===== config.mk =====
export PLATFORM = sky130hd
export DESIGN_NAME = axi4_wr_resp_merge
export DESIGN_NICKNAME = d
export VERILOG_FILES = /design/src/rtl/axi4_wr_resp_merge_pkg.sv /design/src/rtl/axi4_wr_merge_cmd_fifo.sv /design/src/rtl/axi4_wr_resp_merge.sv
export SDC_FILE = /design/constraint.sdc
export NUM_CORES = 1
export LEC_CHECK = 0
export CAP_MARGIN = 20
export CELL_PAD_IN_SITES_DETAIL_PLACEMENT = 0
export CELL_PAD_IN_SITES_GLOBAL_PLACEMENT = 1
export CORE_ASPECT_RATIO = 0.75
export CORE_MARGIN = 10
export CORE_UTILIZATION = 25
export DETAILED_ROUTE_END_ITERATION = 8
export GPL_ROUTABILITY_DRIVEN = 0
export PLACE_DENSITY_LB_ADDON = 0.05
export REMOVE_ABC_BUFFERS = 1
export SETUP_SLACK_MARGIN = 0.02
export SLEW_MARGIN = 20
export SYNTH_ARGS = -nofsm -noshare
export SYNTH_HDL_FRONTEND = slang
export SYNTH_HIERARCHICAL = 1
export SYNTH_SLANG_ARGS = --single-unit

===== constraint.sdc =====
create_clock -name axi_aclk -period 5.8 [get_ports axi_aclk]
set_input_delay 1.74 -clock axi_aclk [delete_from_list [all_inputs] [get_ports axi_aclk]]
set_output_delay 1.74 -clock axi_aclk [all_outputs]
set_load 0.005 [all_outputs]

===== src/rtl/axi4_wr_resp_merge_pkg.sv =====
// rtl/axi4_wr_resp_merge_pkg.sv - shared response types and merge helpers
package axi4_wr_resp_merge_pkg;

  typedef enum logic [1:0] {
    OKAY   = 2'b00,
    EXOKAY = 2'b01,
    SLVERR = 2'b10,
    DECERR = 2'b11
  } axi_resp_e;

  // Running summary of the sub-burst responses seen so far.
  typedef struct packed {
    logic any_dec;
    logic any_slv;
    logic all_ex;
  } resp_acc_t;

  // Neutral accumulator: nothing bad seen yet, every response so far exclusive.
  localparam resp_acc_t ACC_INIT = '{any_dec: 1'b0, any_slv: 1'b0, all_ex: 1'b1};

  function automatic resp_acc_t acc_update(input resp_acc_t acc, input axi_resp_e r);
    resp_acc_t nxt;
    nxt.any_dec = acc.any_dec | (r == DECERR);
    nxt.any_slv = acc.any_slv | (r == SLVERR);
    nxt.all_ex  = acc.all_ex  & (r == EXOKAY);
    return nxt;
  endfunction

  // Error severity wins; exclusive only survives if every sub-burst was exclusive.
  function automatic axi_resp_e merge_resp(input resp_acc_t acc);
    if (acc.any_dec)      return DECERR;
    else if (acc.any_slv) return SLVERR;
    else if (acc.all_ex)  return EXOKAY;
    else                  return OKAY;
  endfunction

endpackage


===== src/rtl/axi4_wr_merge_cmd_fifo.sv =====
// rtl/axi4_wr_merge_cmd_fifo.sv - long-burst descriptor FIFO with registered occupancy
module axi4_wr_merge_cmd_fifo #(
  parameter int WIDTH = 12,
  parameter int DEPTH = 4
) (
  input  logic             clk,
  input  logic             rst_n,
  input  logic             push_valid,
  output logic             push_ready,
  input  logic [WIDTH-1:0] push_data,
  input  logic             pop_req,
  output logic [WIDTH-1:0] pop_data,
  output logic             empty
);

  localparam int AW = $clog2(DEPTH);
  localparam int CW = AW + 1;

  logic [WIDTH-1:0] mem_q [DEPTH];
  logic [AW-1:0]    wr_ptr_q, wr_ptr_d;
  logic [AW-1:0]    rd_ptr_q, rd_ptr_d;
  logic [CW-1:0]    count_q, count_d;
  logic             ready_q, ready_d;
  logic             push_ok, pop_ok;

  // A full FIFO refuses a push even when a pop frees a slot in the same cycle.
  assign push_ok    = push_valid && ready_q;
  assign pop_ok     = pop_req && (count_q != '0);
  assign push_ready = ready_q;
  assign empty      = (count_q == '0);
  assign pop_data   = mem_q[rd_ptr_q];

  // Next pointers, occupancy and ready (ready is held low while in reset).
  always_comb begin
    wr_ptr_d = wr_ptr_q + AW'(push_ok);
    rd_ptr_d = rd_ptr_q + AW'(pop_ok);
    count_d  = count_q + CW'(push_ok) - CW'(pop_ok);
    ready_d  = (count_d != CW'(DEPTH));
  end

  // Control state register.
  always_ff @(posedge clk or negedge rst_n) begin
    if (!rst_n) begin
      wr_ptr_q <= '0;
      rd_ptr_q <= '0;
      count_q  <= '0;
      ready_q  <= 1'b0;
    end else begin
      wr_ptr_q <= wr_ptr_d;
      rd_ptr_q <= rd_ptr_d;
      count_q  <= count_d;
      ready_q  <= ready_d;
    end
  end

  // Storage array; contents are meaningless while empty, so no reset.
  always_ff @(posedge clk) begin
    if (push_ok) mem_q[wr_ptr_q] <= push_data;
  end

endmodule


===== src/rtl/axi4_wr_resp_merge.sv =====
// rtl/axi4_wr_resp_merge.sv - merges N sub-burst B responses into one B per long burst
module axi4_wr_resp_merge
  import axi4_wr_resp_merge_pkg::*;
#(
  parameter int IDSIZE = 4,
  parameter int CNT_W  = 8,
  parameter int DEPTH  = 4
) (
  input  logic              axi_aclk,
  input  logic              axi_aresetn,
  input  logic              cmd_valid,
  output logic              cmd_ready,
  input  logic [IDSIZE-1:0] cmd_id,
  input  logic [CNT_W-1:0]  cmd_num,
  input  logic              sub_bvalid,
  output logic              sub_bready,
  input  logic [IDSIZE-1:0] sub_bid,
  input  logic [1:0]        sub_bresp,
  output logic              bvalid,
  input  logic              bready,
  output logic [IDSIZE-1:0] bid,
  output logic [1:0]        bresp,
  output logic              err_id_mis
);

  typedef enum logic [1:0] {IDLE, COLLECT, EMIT} state_e;

  state_e            state_q, state_d;
  logic [IDSIZE-1:0] cur_id_q, cur_id_d;
  logic [CNT_W-1:0]  remain_q, remain_d;
  resp_acc_t         acc_q, acc_d;
  logic              sub_bready_q, sub_bready_d;
  logic              bvalid_q, bvalid_d;
  logic [IDSIZE-1:0] bid_q, bid_d;
  axi_resp_e         bresp_q, bresp_d;
  logic              err_q, err_d;

  logic              fifo_empty, pop, beat;
  logic [IDSIZE-1:0] head_id;
  logic [CNT_W-1:0]  head_num;

  axi4_wr_merge_cmd_fifo #(
    .WIDTH (IDSIZE + CNT_W),
    .DEPTH (DEPTH)
  ) u_cmd_fifo (
    .clk        (axi_aclk),
    .rst_n      (axi_aresetn),
    .push_valid (cmd_valid),
    .push_ready (cmd_ready),
    .push_data  ({cmd_id, cmd_num}),
    .pop_req    (pop),
    .pop_data   ({head_id, head_num}),
    .empty      (fifo_empty)
  );

  assign pop  = (state_q == IDLE) && !fifo_empty;
  assign beat = (state_q == COLLECT) && sub_bvalid && sub_bready_q;

  assign sub_bready = sub_bready_q;
  assign bvalid     = bvalid_q;
  assign bid        = bid_q;
  assign bresp      = bresp_q;
  assign err_id_mis = err_q;

  // Next-state and registered-output decode for the merge FSM.
  always_comb begin
    state_d      = state_q;
    cur_id_d     = cur_id_q;
    remain_d     = remain_q;
    acc_d        = acc_q;
    sub_bready_d = sub_bready_q;
    bvalid_d     = bvalid_q;
    bid_d        = bid_q;
    bresp_d      = bresp_q;
    err_d        = 1'b0;
    case (state_q)
      IDLE: begin
        if (pop) begin
          cur_id_d     = head_id;
          remain_d     = (head_num == '0) ? CNT_W'(1) : head_num;
          acc_d        = ACC_INIT;
          sub_bready_d = 1'b1;
          state_d      = COLLECT;
        end
      end
      COLLECT: begin
        if (beat) begin
          acc_d    = acc_update(acc_q, axi_resp_e'(sub_bresp));
          remain_d = remain_q - CNT_W'(1);
          err_d    = (sub_bid != cur_id_q);
          if (remain_q == CNT_W'(1)) begin
            sub_bready_d = 1'b0;
            bvalid_d     = 1'b1;
            bid_d        = cur_id_q;
            bresp_d      = merge_resp(acc_d);
            state_d      = EMIT;
          end
        end
      end
      EMIT: begin
        if (bready) begin
          bvalid_d = 1'b0;
          state_d  = IDLE;
        end
      end
      default: state_d = IDLE;
    endcase
  end

  // FSM state, burst context and registered outputs.
  always_ff @(posedge axi_aclk or negedge axi_aresetn) begin
    if (!axi_aresetn) begin
      state_q      <= IDLE;
      cur_id_q     <= '0;
      remain_q     <= '0;
      acc_q        <= ACC_INIT;
      sub_bready_q <= 1'b0;
      bvalid_q     <= 1'b0;
      bid_q        <= '0;
      bresp_q      <= OKAY;
      err_q        <= 1'b0;
    end else begin
      state_q      <= state_d;
      cur_id_q     <= cur_id_d;
      remain_q     <= remain_d;
      acc_q        <= acc_d;
      sub_bready_q <= sub_bready_d;
      bvalid_q     <= bvalid_d;
      bid_q        <= bid_d;
      bresp_q      <= bresp_d;
      err_q        <= err_d;
    end
  end

endmodule


==> impl_metrics.csv <==
group,metric,value,unit
floorplan,fp-row-count,37,
cells_and_area,finalInstanceArea,4290,um^2
floorplan,die_w,157,um
yosys,synth_area,3500,um^2
status,status,"finished clean",
power,p_leak,1.56,nW
sta,drv_slew,0,
global_routing,grt_pass1_wl,13000,um
power,ir_worst_vdd,188,uV
clock_tree,cts_htree_levels,3,
cells_and_area,layout_common_cells,"edfxtp_1, dfrtp_1, clkdlybuf4s50_1, nand2_1, mux4_2",
global_routing,grt_usage,9.01,%
route,ant_nets,0,
setup_path,crit_fanout,6,
yosys,synthMuxAreaShare,9.30,%
floorplan,coreArea,13700,um^2
placed_design,hpwl,5530,um
cells_and_area,area_growth,22.6,%
hold_path,hp-class,"reg2reg",
sta,maxSlewHeadroom,40.6,%
yosys,yosysSeqAreaShare,65.6,%
power,p_per_area,466,nW/um^2
sta,tightestPinTransition,891,ps
cells_and_area,num-fill-cells,1342,
job,maxCapViolations,0,
sta,hold_violations,0,
route,post_drt_wl_per_cell,18.2,um
placed_design,dp.cells,430,
route,route.detailed.drc,0,
global_routing,grt_pass1_vias,2246,
floorplan,boundaryPins,33,
cells_and_area,layout-drive-gt1-share,14.1,%
cells_and_area,final_nets,294,
yosys,synth-xor-area-share,2.68,%
yosys,yosys.area_share.simple,10.2,%
yosys,synth_top_family_by_area,"simple AND/OR/NAND/NOR gates",
floorplan,dieArea,19200,um^2
yosys,yosysUniqueCellTypes,52,
setup_path,start_kind,"input pin",
yosys,yosysTopAreaCellShare,41.2,%
route,via_per_inst,4.57,
clock_tree,insertion_delay,330,ps
sta,post-route-period-util,60.3,%
placed_design,port_buffers,32,
yosys,synth_edf_count,48,
clock_tree,clkTransAtPathRegs,60,ps
clock_tree,cts_inserted_buffers,9,
global_routing,antenna_found_initial,0,
clock_tree,cts_root_buf,"clkbuf_16",
sta,period_needed,3500,ps
setup_path,critPathArrivalTime,3710,ps
route,drt_iter0_drc,123,
setup_path,crit_type,"in2reg",
sta,fin_setup_tns,0,ps
global_routing,grt_max_degree,35,
yosys,synth_fa_ha_area_share,2.00,%
floorplan,start_util,25.5,%
clock_tree,clockBufferDepth,2,
clock_tree,ctsHoldBuffers,0,
sta,clock_skew,6.14,ps
setup_path,cp-end-kind,"flop",
setup_path,crit_required,6010,ps
yosys,synth_ff_type,"edfxtp_1",
yosys,syn_inst,230,
yosys,synth_compound_area_share,7.08,%
cells_and_area,instances_no_fill,444,
route,firstDrtPassIters,4,
route,via_count,2030,
clock_tree,clock_sinks,82,
sta,rsz0062_at_grt,"false",
yosys,avgSynthCellArea,15.2,um^2
yosys,synth_area_leaders,"edfxtp_1, dfrtp_1, mux4_2",
clock_tree,tritoncts,"done",
yosys,yosys_warnings,6,
global_routing,grt_overflow,0,
clock_tree,postCtsSetupRepairBufs,0,
sta,finalSetupViolations,0,
cells_and_area,antenna_cells,0,
floorplan,die_height,122,um
yosys,ys_ff_latch,82,
placed_design,postPlaceCellArea,3990,um^2
sta,fmax,286,MHz
yosys,synthArstFlopShare,41.5,%
clock_tree,cts.repair.resized,0,
route,wl,8100,um
cells_and_area,layout_commonest_cell,"edfxtp_1",
yosys,yosys.area.top_type,"edfxtp_1",
path summary, 6_finish.rpt:
path	end	start	slack [ps]	cells past startpoint
max in group asynchronous	remain_q[5]	axi_aresetn	3780	1
min in group asynchronous	remain_q[2]	axi_aresetn	1490	1
hold / removal	bid[0]	bid[0]	510	1
setup reg to reg	u_cmd_fifo/push_ready	state_q[0]	2440	8
hold reg to reg	bid[0]	bid[0]	510	1
setup / recovery	u_cmd_fifo/push_ready	cmd_valid	2300	7
final cells by class:
cell class / instances / area [um^2] / area share, %
clock inverter: 4 / 68.8 / 1.60
inverter: 10 / 37.5 / 0.875
tap: 175 / 219 / 5.11
multi-input combinational: 128 / 1100 / 25.7
sequential: 82 / 2290 / 53.5
clock buffer: 10 / 229 / 5.34
timing repair buffer: 35 / 338 / 7.88
state kept, by name, summed over array words and instances, names as in the netlist:
signal and count:
state_q 2, sub_bready 1, u_cmd_fifo/mem_q 48, u_cmd_fifo/rd_ptr_q 2, u_cmd_fifo/push_ready 1, cur_id_q 4
u_cmd_fifo/wr_ptr_q 2, acc_q 3, bvalid 1, bid 4, bresp 2, err_id_mis 1
remain_q 8, u_cmd_fifo/count_q 3
kinds of logic after synthesis:
family,after synthesis
adder cells (fa/ha/maj),5
AO/OA/AOI/OAI,35
multiplexers,17
buffers and inverters,20
XOR/XNOR,9
AND/OR/NAND/NOR,62
flip-flops,82
where the power goes:
part           total [W]  internal (W)  switching [W]  leakage [nW]
sequential      0.000926      0.000770       0.000156         0.839
combinational   0.000490      0.000259       0.000231         0.577
clock           0.000584      0.000370       0.000214         0.146
total            0.00200       0.00140       0.000601          1.56
Yosys cell counts (all sizes together) (4+ instances only):
cell type	count
nor3b	5
buf	7
edfxtp	48
nand2	16
o21ai	6
inv	10
nor3	6
dfrtp	33
o2bb2ai	4
ha	4
o211ai	4
mux2	4
xnor2	6
mux4	12
nand3	6
nor2	6
a21oi	4
worst max-delay path, cell delays in order:
cell	delay [ps]
clkdlybuf4s50_1	470
nand2_1	160
xor2_1	210
ha_1	220
fa_1	380
xor3_1	200
or3_1	330
per-stage QoR:
step	worst slack [ps]	total power [W]	hold slack, ps	util (%)
after CTS	2310	0.00204	516	31.3
after global placement	2010	0.00145	500	29.1
final	2300	0.00200	513	31.3
after floorplan	2540	0.00123	485	-
after global routing	2150	0.00213	529	31.3
after detailed placement	1970	0.00144	502	29.1
per-layer routing:
| metal | global-route usage (%) | up-vias | part of all wire [%] |
|---|---|---|---|
| met5 | 0 | - | 0 |
| met4 | 3.71 | 0 | 1.5 |
| li1 | - | 956 | - |
| met3 | 2.83 | 10 | 4.2 |
| met2 | 13.3 | 39 | 46 |
| met1 | 12.0 | 1025 | 48 |
Note: power is estimated with default switching activity, not from simulation.
==> patch (same settings) <==
The parameter `IDSIZE` goes from 4 to 8.
--- a/src/rtl/axi4_wr_resp_merge.sv
+++ b/src/rtl/axi4_wr_resp_merge.sv
@@ -2,7 +2,7 @@
 module axi4_wr_resp_merge
   import axi4_wr_resp_merge_pkg::*;
 #(
-  parameter int IDSIZE = 4,
+  parameter int IDSIZE = 8,
   parameter int CNT_W  = 8,
   parameter int DEPTH  = 4
 ) (
Ports: changed (resized bid, cmd_id and sub_bid); port bits go from 33 to 45. The function was not compared with the original's and may differ.
==> patch against the original RTL <==
Worst setup slack worse by 0.080 ns; worst hold slack worse by 0.011 ns; die area is 22% higher; critical path type unchanged; total power is 14% higher; sequential cell count is 24 higher; via count is 16% higher; synthesized area is 26% higher; wire length is 21% higher; final area is 26% higher; combinational power is 15% higher.
==> patch: results (changes against the original RTL) <==
<table>
<tr><th>Metric</th><th>Value</th></tr>
<tr><th colspan="2">Global routing</th></tr>
<tr><td>Maximum number of pins on one net before global-route repair</td><td>43 (+23%)</td></tr>
<tr><td>GRT Total Usage</td><td>0.0860 (-0.00402)</td></tr>
<tr><td>Global-route wire length before repair</td><td>15400 um (+19%)</td></tr>
<tr><td>Number of global-route vias before repair</td><td>2518 (+12%)</td></tr>
<tr><th colspan="2">Yosys</th></tr>
<tr><td>Sequential cell area fraction in the yosys report</td><td>0.674 (+0.0180)</td></tr>
<tr><td>Top cell types by occurrence after synthesis</td><td>64 x sky130_fd_sc_hd__edfxtp_1, 41 x sky130_fd_sc_hd__dfrtp_1, 11 x sky130_fd_sc_hd__a21oi_1</td></tr>
<tr><td>Number of enable flip-flop cells after synthesis</td><td>64 (+33%)</td></tr>
<tr><td>Synth top area cells</td><td>sky130_fd_sc_hd__edfxtp_1 44%, sky130_fd_sc_hd__dfrtp_1 23%, sky130_fd_sc_hd__mux4_1 4.8%</td></tr>
<tr><td>Library cells used by synthesis</td><td>50 (-3.8%)</td></tr>
<tr><td>Share of synthesized flip-flops with an asynchronous set or reset</td><td>0.396 (-0.0184)</td></tr>
<tr><th colspan="2">Finish</th></tr>
<tr><td>Fin nets</td><td>344 (+17%)</td></tr>
<tr><td>Largest register by flop count</td><td>u_cmd_fifo/mem_q</td></tr>
<tr><td>FILL cells</td><td>1664 (+24%)</td></tr>
<tr><td>Fraction of final layout cells with drive strength greater than 1</td><td>0.160 (+0.0185)</td></tr>
<tr><td>Largest register FFs</td><td>64 (+33%)</td></tr>
<tr><th colspan="2">Detailed routing</th></tr>
<tr><td>Routed vias</td><td>2346 (+16%)</td></tr>
<tr><td>First DRT Iteration DRCs</td><td>76 (-38%)</td></tr>
<tr><td>Mean routed wirelength per cell</td><td>17.8 um (-2.3%)</td></tr>
<tr><th colspan="2">Timing</th></tr>
<tr><td>Worst-margin pin slew</td><td>1.01 ns (+0.116 ns)</td></tr>
<tr><td>Final worst path period share</td><td>0.617 (+0.0138)</td></tr>
<tr><td>Fin Clk Skew</td><td>0.0107 ns (+0.00453 ns)</td></tr>
<tr><th colspan="2">Clock tree</th></tr>
<tr><td>Clock transition at the registers of the reported paths</td><td>0.08 ns (+0.02 ns)</td></tr>
<tr><th colspan="2">Setup path</th></tr>
<tr><td>Arrival time worst endpoint</td><td>3.80 ns (+0.09 ns)</td></tr>
<tr><td>Largest stage delay, worst path</td><td>0.47 ns (about the same)</td></tr>
<tr><th colspan="2">Power</th></tr>
<tr><td>NetSw</td><td>0.000702 W (+17%)</td></tr>
<tr><td>Max IR drop VDD</td><td>0.148 mV (-21%)</td></tr>
<tr><th colspan="2">Outcome</th></tr>
<tr><td>Run status</td><td>completed</td></tr>
<tr><th colspan="2">Floorplanning</th></tr>
<tr><td>Horizontal extent of the die</td><td>173 um (+11%)</td></tr>
<tr><th colspan="2">Placed design</th></tr>
<tr><td>I/O Buffers</td><td>44 (+38%)</td></tr>
</table>
-- patch: cell count changes after synthesis, sizes merged, moves of 7 or more --
| cell | before | now |
|---|---|---|
| a21oi | 4 | 11 |
| dfrtp | 33 | 41 |
| edfxtp | 48 | 64 |
| mux2 | 4 | 19 |
| nand2 | 16 | 6 |
| xor2 | 2 | 10 |
-- patch: per-layer routing --
layer / vias to the layer above / GRT usage / routed length, um
met5: - / 0 / 0
met4: 0 / 0.0239 / 99
met3: 9 / 0.0279 / 428
met2: 49 / 0.125 / 4140
met1: 1181 / 0.120 / 5110
li1: 1107 / - / -
-- patch: area by class of cell --
type                    count  area [um^2]  area share
clock buffers               9          225      0.0416
clock inverters             7         68.8      0.0127
inverters                   7         26.3     0.00485
multi-input cells         137         1360       0.252
flip-flops and latches    106         2970       0.549
well taps                 236          295      0.0546
repair buffers             47          460      0.0851
-- patch: power groups by stage --
| stage | Clock (W) | Combinational (W) | Sequential (W) |
|---|---|---|---|
| 3_3_place_gp | 0 | 0.000581 | 0.00114 |
| 3_5_place_dp | 0 | 0.000581 | 0.00114 |
| 5_1_grt | 0.000655 | 0.000641 | 0.00115 |
| 2_1_floorplan | 0 | 0.000346 | 0.00112 |
| 4_1_cts | 0.000629 | 0.000581 | 0.00113 |
| 6_report | 0.000600 | 0.000563 | 0.00112 |
-- patch: cell families after synthesis --
logic type                 after synthesis  synth area share
adders and majority gates                5            0.0159
and+or+nand+nor                         45            0.0581
xor gates and xnor gates                13            0.0292
buffers and inverters                   17            0.0241
AOI/OAI and AO/OA                       39            0.0547
muxes                                   35             0.145
DFF                                    106             0.674
-- patch: path summary, 6_finish.rpt --
check	from	endpoint	slack, ns	cells after the start
worst max-delay path	cmd_valid	u_cmd_fifo/push_ready$_DFF_PN0_	2.22	7
worst min-delay path	bresp[0]$_DFFE_PN0P_	bresp[0]$_DFFE_PN0P_	0.50	1
worst max register to register	u_cmd_fifo/count_q[1]$_DFF_PN0_	u_cmd_fifo/push_ready$_DFF_PN0_	3.01	10
worst min register to register	bresp[0]$_DFFE_PN0P_	bresp[0]$_DFFE_PN0P_	0.50	1
max in group asynchronous	axi_aresetn	u_cmd_fifo/wr_ptr_q[1]$_DFF_PN0_	3.99	1
min in group asynchronous	axi_aresetn	remain_q[0]$_DFFE_PN0P_	1.39	1
-- patch: metrics by stage --
stage | total power, W | cell area (um^2) | std cells | utilization | setup slack, ns
6_report | 0.00229 | 5410 | 549 | 0.317 | 2.22
5_1_grt | 0.00245 | 5410 | 549 | 0.317 | 2.11
4_1_cts | 0.00234 | 5410 | 549 | 0.317 | 2.22
3_5_place_dp | 0.00172 | 5120 | 533 | 0.299 | 1.87
3_3_place_gp | 0.00173 | 5120 | 533 | 0.299 | 1.92
2_1_floorplan | 0.00146 | 4340 | 250 | - | 2.24
